## config.mk

```make
export PLATFORM = sky130hd
export DESIGN_NAME = ether_tx
export DESIGN_NICKNAME = d
export VERILOG_FILES = /design/src/rtl/ether_tx.sv
export SDC_FILE = /design/constraint.sdc
export NUM_CORES = 1
export LEC_CHECK = 0
export BUFFER_PORTS_ARGS = -buffer_cell sky130_fd_sc_hd__buf_4
export CORE_ASPECT_RATIO = 0.6
export CORE_UTILIZATION = 35
export CTS_CLUSTER_SIZE = 12
export DETAILED_ROUTE_END_ITERATION = 8
export PLACE_DENSITY = 0.48
export SYNTH_ARGS = -nofsm -noshare
export SYNTH_HDL_FRONTEND = slang
export SYNTH_SLANG_ARGS = --single-unit
```

## constraint.sdc

```tcl
create_clock -name clk -period 6 [get_ports clk]
set_input_delay 1.5 -clock clk [delete_from_list [all_inputs] [get_ports clk]]
set_output_delay 1.5 -clock clk [all_outputs]
set_load 0.01 [all_outputs]
```

## src/rtl/ether_tx.sv

```systemverilog
// rtl/ether_tx.sv - RMII transmit framer: preamble, SFD, header, payload, pad, CRC-32 FCS, IFG
//
// Ports:
//   clk        50 MHz RMII reference clock
//   rst        asynchronous active-low reset
//   axiiv      payload byte valid from upstream FIFO
//   axiid      payload byte
//   axiilast   final payload byte of the frame
//   axiiready  byte accepted this cycle when axiiv is also high (combinational)
//   txen       RMII TX_EN
//   txd        RMII TXD, txd[0] carries the earlier bit
//   busy       high from frame start until the end of the interpacket gap
//   tx_done    one-cycle pulse after the last FCS dibit
//   tx_err     one-cycle pulse on underrun or oversize

module ether_tx #(
    parameter logic [47:0] DST_MAC     = 48'hFF_FF_FF_FF_FF_FF,
    parameter logic [47:0] SRC_MAC     = 48'h69_69_5A_06_54_91,
    parameter logic [15:0] ETHERTYPE   = 16'h88B5,
    parameter int          MIN_PAYLOAD = 46,
    parameter int          MAX_PAYLOAD = 1500,
    parameter int          IFG_CYCLES  = 48
) (
    input  logic       clk,
    input  logic       rst,
    input  logic       axiiv,
    input  logic [7:0] axiid,
    input  logic       axiilast,
    output logic       axiiready,
    output logic       txen,
    output logic [1:0] txd,
    output logic       busy,
    output logic       tx_done,
    output logic       tx_err
);

    typedef enum logic [2:0] {
        IDLE,
        PREAMBLE,
        HEADER,
        PAYLOAD,
        PAD,
        FCS,
        IFG
    } state_t;

    localparam logic [111:0] HDR      = {DST_MAC, SRC_MAC, ETHERTYPE};
    localparam logic [15:0]  PRE_LAST = 16'd31;
    localparam logic [15:0]  HDR_LAST = 16'd55;
    localparam logic [15:0]  FCS_LAST = 16'd15;
    localparam logic [15:0]  IFG_LAST = 16'(IFG_CYCLES - 1);
    localparam logic [15:0]  MIN_LEN  = 16'(MIN_PAYLOAD);
    localparam logic [15:0]  MAX_LEN  = 16'(MAX_PAYLOAD);

    // state/cnt describe the dibit currently on the wire; the output
    // registers are loaded with the dibit belonging to the next state.
    state_t      state, state_n;
    logic [15:0] cnt, cnt_n;
    logic [15:0] len, len_n;
    logic [7:0]  byte_q, byte_n;
    logic        last_q, last_n;
    logic [31:0] crc;
    logic [1:0]  dibit_n;
    logic [6:0]  hdr_pos;
    logic        done_n, err_n, in_frame_n;

    function automatic logic [31:0] crc_step(input logic [31:0] c, input logic [1:0] d);
        logic [31:0] r;
        r = c;
        for (int i = 0; i < 2; i++) begin
            if (r[0] ^ d[i]) r = (r >> 1) ^ 32'hEDB88320;
            else             r = r >> 1;
        end
        return r;
    endfunction

    // Fetch slot: last dibit of the final header byte, and last dibit of
    // every payload byte that is not the frame's final one.
    assign axiiready = ((state == HEADER) && (cnt == HDR_LAST)) ||
                       ((state == PAYLOAD) && (cnt[1:0] == 2'd3) && !last_q);

    always_comb begin
        state_n = state;
        cnt_n   = cnt + 16'd1;
        len_n   = len;
        byte_n  = byte_q;
        last_n  = last_q;
        done_n  = 1'b0;
        err_n   = 1'b0;
        case (state)
            IDLE: begin
                cnt_n  = '0;
                len_n  = '0;
                last_n = 1'b0;
                if (axiiv) state_n = PREAMBLE;
            end
            PREAMBLE: begin
                if (cnt == PRE_LAST) begin
                    state_n = HEADER;
                    cnt_n   = '0;
                end
            end
            HEADER: ;
            PAYLOAD: begin
                if ((cnt[1:0] == 2'd3) && last_q) begin
                    cnt_n = '0;
                    if (len < MIN_LEN) begin
                        state_n = PAD;
                        len_n   = len + 16'd1;
                    end else begin
                        state_n = FCS;
                    end
                end
            end
            PAD: begin
                if (cnt[1:0] == 2'd3) begin
                    if (len == MIN_LEN) begin
                        state_n = FCS;
                        cnt_n   = '0;
                    end else begin
                        len_n = len + 16'd1;
                    end
                end
            end
            FCS: begin
                if (cnt == FCS_LAST) begin
                    state_n = IFG;
                    cnt_n   = '0;
                    done_n  = 1'b1;
                end
            end
            IFG: begin
                if (cnt == IFG_LAST) begin
                    state_n = IDLE;
                    cnt_n   = '0;
                end
            end
            default: state_n = IDLE;
        endcase

        if (axiiready) begin
            cnt_n = '0;
            if (axiiv) begin
                state_n = PAYLOAD;
                byte_n  = axiid;
                len_n   = len + 16'd1;
                // Byte MAX_PAYLOAD closes the frame even without axiilast.
                last_n  = axiilast || ((len + 16'd1) == MAX_LEN);
                err_n   = !axiilast && ((len + 16'd1) == MAX_LEN);
            end else begin
                state_n = IFG;
                err_n   = 1'b1;
            end
        end
    end

    always_comb begin
        hdr_pos = 7'd104 - {cnt_n[5:2], 3'b000} + {4'b0000, cnt_n[1:0], 1'b0};
        dibit_n = 2'b00;
        case (state_n)
            PREAMBLE: dibit_n = (cnt_n == PRE_LAST) ? 2'b11 : 2'b01;
            HEADER:   dibit_n = HDR[hdr_pos +: 2];
            PAYLOAD:  dibit_n = byte_n[{cnt_n[1:0], 1'b0} +: 2];
            FCS:      dibit_n = ~crc[{cnt_n[3:0], 1'b0} +: 2];
            default:  dibit_n = 2'b00;
        endcase
        in_frame_n = (state_n == PREAMBLE) || (state_n == HEADER) || (state_n == PAYLOAD) ||
                     (state_n == PAD) || (state_n == FCS);
    end

    always_ff @(posedge clk or negedge rst) begin
        if (!rst) begin
            state   <= IDLE;
            cnt     <= '0;
            len     <= '0;
            byte_q  <= '0;
            last_q  <= 1'b0;
            crc     <= 32'hFFFFFFFF;
            txen    <= 1'b0;
            txd     <= 2'b00;
            busy    <= 1'b0;
            tx_done <= 1'b0;
            tx_err  <= 1'b0;
        end else begin
            state   <= state_n;
            cnt     <= cnt_n;
            len     <= len_n;
            byte_q  <= byte_n;
            last_q  <= last_n;
            txen    <= in_frame_n;
            txd     <= in_frame_n ? dibit_n : 2'b00;
            busy    <= (state_n != IDLE);
            tx_done <= done_n;
            tx_err  <= err_n;
            // The CRC tracks exactly the dibits loaded onto the wire; it
            // holds through FCS and reinitialises before the next frame.
            if ((state_n == HEADER) || (state_n == PAYLOAD) || (state_n == PAD))
                crc <= crc_step(crc, dibit_n);
            else if ((state_n == IDLE) || (state_n == PREAMBLE))
                crc <= 32'hFFFFFFFF;
        end
    end

endmodule

```

==> flow_summary.json, run 1 <==
{
  "status": "completed",
  "ys_top_cells_by_count": "nor2_1 (82), dfrtp_1 (50), a21oi_1 (40), nand2_1 (38), o21ai_0 (35)",
  "cts_buffers": 9,
  "powerDensity_nw_per_um2": 204.3,
  "critPathMaxStageDelay_ps": 600,
  "leakagePower_nw": 2.501,
  "die_area_um2": 15410,
  "slew_violations": 0,
  "hold_violations": 0,
  "ctsResizeCount": 0,
  "n_antenna_cell": 0,
  "ant_nets": 0,
  "synth_flop_cell": "dfrtp_1",
  "slew_headroom_pct": 21.43,
  "grt_max_degree": 50,
  "yosysMostFrequentCell": "nor2_1",
  "grt_use_total_pct": 18.82,
  "grt_pass1_vias": 3835,
  "ys_ff_latch": 82,
  "ios": 19,
  "wl_met1_um": 7815,
  "end_kind": "flip-flop",
  "area_delta_synth_final_pct": 11.97,
  "setup-tns-final_ps": 0,
  "place_area_um2": 5502,
  "core_area_um2": 14510,
  "startpoint": "cnt[0]$_DFF_PN0_",
  "crit_fanout": 12,
  "period_needed_ps": 5172,
  "grt-ovfl-total": 0,
  "worst_path_max_delay_cell": "xor2_2",
  "post-route-period-util_pct": 86.19,
  "wl_met2_um": 4936,
  "cap_violations": 0,
  "layout.cells.non_filler": 772,
  "place.port_buffers": 18,
  "r2r-start": "cnt[0]$_DFF_PN0_",
  "htree_levels": 3,
  "fin_area_um2": 5841,
  "synth_area_um2": 5216,
  "die_w_um": 159.6,
  "wl_met3_um": 723,
  "gp_congestion": 0.8804,
  "crit_top_cell": "ha_1",
  "hold_path_class": "flip-flop to flip-flop",
  "place_inst": 756,
  "tightest_slew_ps": 1178,
  "avgRoutedWirePerCell_um": 17.63,
  "rows": 34,
  "final_nets": 588,
  "critical_path_class": "flip-flop to flip-flop",
  "die-height_um": 96.56,
  "ys_warn_count": 0,
  "hp-start": "byte_q[5]$_DFF_PN0_",
  "async_flop_share_pct": 100.0,
  "cts_setup_buffers": 0,
  "dp_hpwl_um": 9885,
  "skew_ps": 9.061,
  "grt_pass1_wl_um": 22330,
  "vias_per_cell": 5.453,
  "drc": 0,
  "drt-initial-drc-count": 444,
  "p_total_mw": 1.193,
  "dp_slack_ps": 963.9,
  "firstDrtPassIters": 5,
  "crit_path_cell_trace": "ha_1 > and3_1 > nand4_1 > a22o_4 > nor3_1 > nand2b_1 > inv_1 > ha_1 > or3_1 > a311oi_1 > o211ai_1 > a41o_1 > xor2_2 > buf_4 > xnor2_1 > a21oi_1",
  "wl_um": 13610,
  "r2r_setup_slack_ps": 830,
  "cts_buffer_depth": 2,
  "top_layer": "met4",
  "critPathRequiredTime_ps": 6270,
  "cp.arrival_ps": 5440,
  "yosys.area.top_type_share_pct": 23.99,
  "antenna_found_initial": 0,
  "irDropWorstVdd_mv": 0.1134,
  "clock-sinks": 82,
  "synth_edf_count": 0,
  "synth_seq_area_share_pct": 40.11,
  "grt_setup_unrepaired": "no",
  "hold_buffers": 0,
  "setup_viol": 0,
  "cts_tree": "built",
  "startpoint_type": "flip-flop",
  "initial_core_util_pct": 35.96,
  "worstSkewPairLatency_ps": 350,
  "netlist-cell-type-count": 77,
  "syn_area_per_cell_um2": 9.331,
  "worst_slack_ps": 828.3,
  "yosysTopAreaCell": "dfrtp_1",
  "synth_fp_nets": 578,
  "drive_gt1_share_pct": 18.64,
  "via_count": 4210,
  "max_freq_ghz": 0.1934,
  "path_clk_slew_ps": 70,
  "synthCells": 559,
  "synthTopCellsByArea": "dfrtp_1 (24%), dfstp_2 (16%), nor2_1 (5.9%)",
  "cts_root_buf": "clkbuf_16"
}
## state kept, by name, indices dropped and copies added, names as in the netlist, 2 cells and up
signal,cells
byte_q,8
cnt,16
crc,32
len,16
state,3
txd,2
## final timing paths
check,cells past startpoint,end
min in group asynchronous,1,txd[0]$_DFF_PN0_
setup reg to reg,16,crc[14]$_DFFE_PN1P_
hold reg to reg,2,byte_q[5]$_DFF_PN0_
setup / recovery,16,crc[14]$_DFFE_PN1P_
hold / removal,2,byte_q[5]$_DFF_PN0_
max in group asynchronous,2,crc[9]$_DFFE_PN1P_
## per-stage QoR
stage / utilization, % / hold slack, ps
floorplan: - / 441.3
global placement: 37.92 / 469.8
detailed placement: 37.92 / 469.6
CTS: 40.26 / 486.6
global route: 40.26 / 518.2
finish: 40.26 / 477.4
## layout by cell type, fill, tap and decap left out, types with 3 or more instances in the layout
cell type,n
nand3_1,20
inv_1,10
a211oi_1,6
o31ai_2,3
mux2_2,5
nand2b_1,10
a21oi_1,40
ha_1,7
nand3b_1,4
clkinv_4,3
and3_1,14
xnor3_1,6
mux2i_1,17
inv_2,3
xor2_1,8
a31oi_1,4
nor4_1,6
o31ai_1,6
dfstp_2,32
nor2_1,82
xnor2_1,27
nor3_1,12
nand2_1,38
o21ai_0,35
nand4_1,10
nor2b_1,6
buf_4,29
clkbuf_16,9
and2_1,3
o211ai_1,4
dfrtp_1,50
or3_1,4
## power breakdown
part	internal, mW	leakage (nW)	total (mW)	switching [mW]
Clock	0.389	0.166	0.622	0.233
Combinational	0.00507	1.35	0.0174	0.0123
Sequential	0.554	0.987	0.554	0
## worst max-delay path, delay by kind of cell (launching register included)
| family | cells | cell delay (ps) |
|---|---|---|
| AOI/OAI and AO/OA | 5 | 1220 |
| xor gates and xnor gates | 2 | 730 |
| adders and majority gates | 2 | 700 |
| buffers and inverters | 2 | 480 |
| DFF | 1 | 510 |
| and+or+nand+nor | 5 | 1440 |
## routing by layer
metal	vias up	track usage [%]
li1	2038	-
met1	2052	31.39
met2	108	22.93
met3	12	3.628
met4	0	5.048
met5	-	0
## kinds of logic after synthesis
group	share of synthesized area [%]
buffers and inverters	4.461
adders and majority gates	1.679
AOI/OAI and AO/OA	17.20
and+or+nand+nor	22.91
xor gates and xnor gates	9.307
muxes	4.341
DFF	40.11
## cell type report
| type | instances | area, µm² |
|---|---|---|
| tap | 198 | 247.7 |
| inverter | 13 | 48.80 |
| clock buffer | 11 | 252.7 |
| fill | 1433 | 8666 |
| timing repair buffer | 29 | 217.7 |
| multi-input combinational | 434 | 2895 |
| sequential | 82 | 2092 |
| clock inverter | 5 | 86.33 |
Note: power is estimated with default switching activity, not from simulation.
==> run 2: changes to the inputs <==
- ABC_AREA: not set -> 1
- TNS_END_PERCENT: not set -> 50
==> run 2 against run 1 <==
- clock skew rose by 0.64 ps
- utilization up 0.18 points
- setup slack improved by 640 ps
- flip-flop and latch count is the same
- critical endpoint is now crc[9]$_DFFE_PN1P_
- highest routed layer unchanged
==> flow_summary.json, run 2 <==
{
  "status": "completed",
  "ys_warn_count": 0,
  "syn_area_per_cell_um2": 7.026,
  "period_needed_ps": 4527,
  "utilization_pct": 40.44,
  "layout.cells.non_filler": 986,
  "drt-initial-drc-count": 508,
  "ys_top_cells_by_count": "nand2_1 (205), inv_1 (109), nand3_1 (92), nor2_1 (81), dfrtp_1 (50)",
  "cts_setup_buffers": 0,
  "synth_edf_count": 0,
  "largestRegisters": "crc x32, cnt x16, len x16",
  "tightest_slew_ps": 1127,
  "async_flop_share_pct": 100.0,
  "core_area_um2": 14800,
  "cts_root_buf": "clkbuf_16",
  "hold_path_class": "flip-flop to flip-flop",
  "gp_congestion": 0.8570,
  "die-height_um": 98.50,
  "regMostFlops": "crc",
  "slew_violations": 0,
  "synth_fp_nets": 792,
  "switching_power_mw": 1.291,
  "vias_per_cell": 4.953,
  "cts_tree": "built",
  "swShare_pct": 48.79,
  "cts_buffer_depth": 2,
  "worst_slack_ps": 1473,
  "final_common_cell": "nand2_1",
  "place_inst": 969,
  "end_kind": "flip-flop",
  "pwr-share-clk_pct": 21.2,
  "max_freq_ghz": 0.2209,
  "cts_buffers": 9,
  "area_delta_synth_final_pct": 10.23,
  "cp.arrival_ps": 4800,
  "yosysTopAreaCell": "dfrtp_1",
  "die_area_um2": 16040,
  "hold_violations": 0,
  "rows": 34,
  "startpoint_type": "flip-flop",
  "via_count": 4884,
  "path_clk_slew_ps": 70,
  "worstSkewPairLatency_ps": 350,
  "ios": 19,
  "clock-sinks": 82,
  "synthTopCellsByArea": "dfrtp_1 (23%), dfstp_2 (15%), nand2_1 (14%)",
  "htree_levels": 3,
  "crit_fanout": 30,
  "ant_nets": 0,
  "irDropWorstVdd_mv": 0.1923,
  "powerDensity_nw_per_um2": 442.0,
  "yosys.area.top_type_share_pct": 23.04,
  "firstDrtPassIters": 5,
  "avgRoutedWirePerCell_um": 15.13,
  "grt_pass1_wl_um": 24430,
  "dp_slack_ps": 1523,
  "wl_um": 14920,
  "ctsResizeCount": 0,
  "p_comb_share_pct": 51.4,
  "synth_seq_area_share_pct": 38.52,
  "grt_pass1_vias": 4443,
  "place.port_buffers": 18,
  "largest_reg_flops": 32,
  "synthCells": 773,
  "setup-tns-final_ps": 0,
  "fillers": 1553,
  "yosysMostFrequentCell": "nand2_1",
  "grt-ovfl-total": 0,
  "seqPwrFrac_pct": 27.4,
  "n_antenna_cell": 0,
  "grt_use_total_pct": 19.79,
  "hold_buffers": 0,
  "die_w_um": 162.8,
  "drive_gt1_share_pct": 15.61,
  "cap_violations": 0,
  "post-route-period-util_pct": 75.45,
  "grt_max_degree": 83,
  "grt_setup_unrepaired": "no",
  "antenna_found_initial": 0,
  "ys_ff_latch": 82,
  "critPathRequiredTime_ps": 6280,
  "internal-power_mw": 1.355,
  "synth_area_um2": 5431,
  "netlist-cell-type-count": 44,
  "initial_core_util_pct": 36.69,
  "p_total_mw": 2.646,
  "setup_viol": 0,
  "skew_ps": 9.702,
  "layout_common_cells": "nand2_1 (205), inv_1 (109), nand3_1 (92), nor2_1 (81), dfrtp_1 (50)",
  "final_nets": 802,
  "slew_headroom_pct": 24.79,
  "drc": 0,
  "critical_path_class": "flip-flop to flip-flop",
  "synth_flop_cell": "dfrtp_1",
  "leakagePower_nw": 2.960,
  "dp_hpwl_um": 11120
}
==> run 2: final timing paths <==
kind	from	to	slack (ps)	cells past startpoint
setup / recovery	cnt[0]$_DFF_PN0_	crc[9]$_DFFE_PN1P_	1470	24
hold / removal	crc[16]$_DFFE_PN1P_	crc[16]$_DFFE_PN1P_	510	2
setup reg to reg	cnt[0]$_DFF_PN0_	crc[9]$_DFFE_PN1P_	1470	24
hold reg to reg	crc[16]$_DFFE_PN1P_	crc[16]$_DFFE_PN1P_	510	2
max in group asynchronous	rst	cnt[4]$_DFF_PN0_	3940	1
min in group asynchronous	rst	len[14]$_DFF_PN0_	1340	1
==> run 2: area by class of cell <==
cell class / count / area (µm²) / area share [%]
multi-input combinational: 545 / 2739 / 45.75
sequential: 82 / 2092 / 34.94
timing repair buffer: 19 / 142.6 / 2.382
tap: 198 / 247.7 / 4.138
inverter: 126 / 476.7 / 7.962
clock inverter: 7 / 63.81 / 1.066
clock buffer: 9 / 225.2 / 3.762
==> run 2: stage by stage <==
stage                     cell area (µm²)  hold WS (ps)
after CTS                            5979         513.8
final                                5987         511.8
after detailed placement             5690         493.3
after global placement               5690         488.0
after global routing                 5987         535.2
after floorplan                      5431         444.9
==> run 2: worst max-delay path, cell delays in order (launching register included) <==
cell and delay (ps):
dfrtp_1 400, ha_1 310, nand2_1 130, inv_2 40
nand2_1 50, nor2_1 40, nand3_1 100, nand2_2 260
nor2_1 760, nand2_2 520, inv_2 280, ha_1 170
nand3_1 120, nand3_1 120, nand2_1 50, nand2_1 60
nand2_1 90, nand3_2 110, nand2_2 60, nand2_4 180
inv_2 180, nand2_1 90, nand3_1 100, o21ai_1 150
inv_1 70
==> run 2: power groups by stage <==
stage	sequential, mW	clock, mW	combinational (mW)
2_1_floorplan	0.713	0	1.08
5_1_grt	0.733	0.600	1.54
4_1_cts	0.722	0.580	1.34
3_5_place_dp	0.731	0	1.34
6_report	0.725	0.562	1.36
3_3_place_gp	0.732	0	1.33
==> run 2: per-layer routing <==
layer	vias up	global-route usage [%]	share of wire, %
li1	2464	-	-
met1	2257	35.02	58
met2	151	22.65	35
met3	12	4.082	6.3
met4	0	3.810	0.70
met5	-	0	0
==> run 2: cell families (layout without fill, tap and decap cells) <==
group / Yosys count / count (layout) / share of synthesized area (%)
simple gates: 439 / 439 / 37.34
buf+inv: 146 / 161 / 11.06
xor+xnor: 15 / 15 / 2.419
fa+ha+maj: 7 / 7 / 1.612
compound gates: 84 / 84 / 9.053
flops: 82 / 82 / 38.52
==> run 3: changes to the inputs <==
- clock period: 6 -> 4.4 ns (I/O delays scaled with it)
==> run 3 against run 2 <==
- worst hold slack lost 26 ps
- critical path depth grew 1
- clock skew grew 3.9 ps
- die area is the same
- register-to-register slack lost 720 ps
- count of clock-buffer cells in the layout grew 2
- clock power grew 44%
- global-route usage shrank 0.12 points
- utilization grew 0.62 points
- total power grew 42%
- sequential power grew 35%
- first-iteration DRC count shrank 35%
==> flow_summary.json, run 3 (synthesized netlist as in run 2, its figures left out) <==
{
  "status": "completed",
  "pwr-share-clk_pct": 21.5,
  "regMostFlops": "crc",
  "critical_path_class": "flip-flop to flip-flop",
  "place.port_buffers": 18,
  "n_antenna_cell": 0,
  "leakagePower_nw": 3.013,
  "r2r-start": "cnt[0]$_DFF_PN0_",
  "slew_violations": 0,
  "startpoint_type": "flip-flop",
  "critPathCapture": "crc[30]$_DFFE_PN1P_",
  "gp_congestion": 0.8515,
  "cts_buffer_depth": 2,
  "irDropWorstVdd_mv": 0.2974,
  "dp_hpwl_um": 10970,
  "ios": 19,
  "max_freq_ghz": 0.2739,
  "switching_power_mw": 1.766,
  "p_comb_share_pct": 52.4,
  "hold_buffers": 0,
  "via_count": 4881,
  "swShare_pct": 46.96,
  "layout_common_cells": "nand2_1 (205), inv_1 (109), nand3_1 (92), nor2_1 (81), dfrtp_1 (50)",
  "die-height_um": 98.50,
  "ctsResizeCount": 0,
  "grt_pass1_wl_um": 24770,
  "die_area_um2": 16040,
  "vias_per_cell": 4.906,
  "internal-power_mw": 1.995,
  "startpoint": "cnt[0]$_DFF_PN0_",
  "powerDensity_nw_per_um2": 618.8,
  "final_common_cell": "nand2_1",
  "antenna_found_initial": 0,
  "cap_violations": 0,
  "firstDrtPassIters": 5,
  "clock-sinks": 82,
  "drt-initial-drc-count": 330,
  "tightest_slew_ps": 1016,
  "crit_fanout": 16,
  "cts_root_buf": "clkbuf_16",
  "final_nets": 811,
  "fin_area_um2": 6078,
  "cp.arrival_ps": 3920,
  "core_area_um2": 14800,
  "avgRoutedWirePerCell_um": 14.65,
  "cts_setup_buffers": 0,
  "worst_slack_ps": 749.0,
  "cts_tree": "built",
  "ff2ff_path_depth": 25,
  "setup_viol": 0,
  "wl_met2_um": 5139,
  "skew_ps": 13.61,
  "largestRegisters": "crc x32, cnt x16, len x16",
  "top_layer": "met4",
  "post-route-period-util_pct": 82.98,
  "end_kind": "flip-flop",
  "hold_violations": 0,
  "wl_met1_um": 8592,
  "drc": 0,
  "initial_core_util_pct": 36.69,
  "period_needed_ps": 3651,
  "place_area_um2": 5766,
  "wl_um": 14580,
  "critPathRequiredTime_ps": 4670,
  "largest_reg_flops": 32,
  "cts_buffers": 9,
  "area_delta_synth_final_pct": 11.91,
  "grt-ovfl-total": 0,
  "slew_headroom_pct": 31.98,
  "seqPwrFrac_pct": 26.1,
  "wl_met3_um": 757,
  "grt_setup_unrepaired": "no",
  "hold_path_class": "flip-flop to flip-flop",
  "timing.rr.end": "crc[30]$_DFFE_PN1P_",
  "worstSkewPairLatency_ps": 340,
  "fillers": 1549,
  "p_total_mw": 3.761,
  "grt_max_degree": 58,
  "ant_nets": 0,
  "grt_use_total_pct": 19.67,
  "path_clk_slew_ps": 70,
  "r2r_setup_slack_ps": 750,
  "drive_gt1_share_pct": 16.44,
  "setup-tns-final_ps": 0,
  "timing.hold.ws_ps": 485.4,
  "die_w_um": 162.8,
  "rows": 34,
  "htree_levels": 3,
  "dp_slack_ps": 754.1,
  "grt_pass1_vias": 4602
}
[run 3: per-stage QoR]
step | std cells | util, %
floorplan | 773 | -
global placement | 979 | 38.95
detailed placement | 979 | 38.95
CTS | 995 | 41.06
global route | 995 | 41.06
finish | 995 | 41.06
[run 3: worst min path at each step]
stage                   startpoint             endpoint  slack, ps  cells past startpoint
2_1_floorplan  byte_q[0]$_DFF_PN0_  byte_q[0]$_DFF_PN0_        440                      2
3_3_place_gp   byte_q[4]$_DFF_PN0_  byte_q[4]$_DFF_PN0_        470                      2
3_5_place_dp   byte_q[4]$_DFF_PN0_  byte_q[4]$_DFF_PN0_        470                      2
4_1_cts        byte_q[4]$_DFF_PN0_  byte_q[4]$_DFF_PN0_        480                      2
5_1_grt        byte_q[4]$_DFF_PN0_  byte_q[4]$_DFF_PN0_        520                      2
6_report       byte_q[4]$_DFF_PN0_  byte_q[4]$_DFF_PN0_        490                      2
[run 3: critical path, cell delays in order (launching register included)]
cell,delay [ps]
dfrtp_1,380
ha_1,350
nand2_1,110
inv_2,60
nand2_1,40
nor2_1,90
nand3_1,90
nand2_2,310
nor2_1,110
nand2_2,260
inv_2,160
ha_1,220
nand3_1,70
nand2_1,60
nand2_1,60
nand2_1,50
nor2_1,100
nand2_1,110
a21oi_4,230
nand3_4,190
nand2_8,160
inv_4,80
nand2_1,70
nand3_1,50
o21ai_0,90
inv_1,60
[run 3: cell type report]
cell class / count / area [µm²] / area share (%)
tap: 198 / 247.7 / 4.076
multi-input combinational: 545 / 2739 / 45.06
sequential: 82 / 2092 / 34.42
clock inverter: 5 / 58.81 / 0.9675
clock buffer: 11 / 254.0 / 4.179
inverter: 126 / 476.7 / 7.843
timing repair buffer: 28 / 210.2 / 3.458
[run 3: power groups by stage]
| stage | Sequential (mW) | Clock [mW] | Combinational [mW] |
|---|---|---|---|
| after floorplan | 0.973 | 0 | 1.48 |
| after global placement | 0.993 | 0 | 1.95 |
| after detailed placement | 0.992 | 0 | 1.94 |
| after CTS | 0.979 | 0.832 | 1.95 |
| after global routing | 0.993 | 0.862 | 2.22 |
| final | 0.981 | 0.809 | 1.97 |
[run 3: per-layer routing]
layer / up-vias / track usage, %
li1: 2491 / -
met1: 2261 / 33.36
met2: 119 / 24.45
met4: 0 / 3.451
met3: 10 / 4.040
met5: - / 0
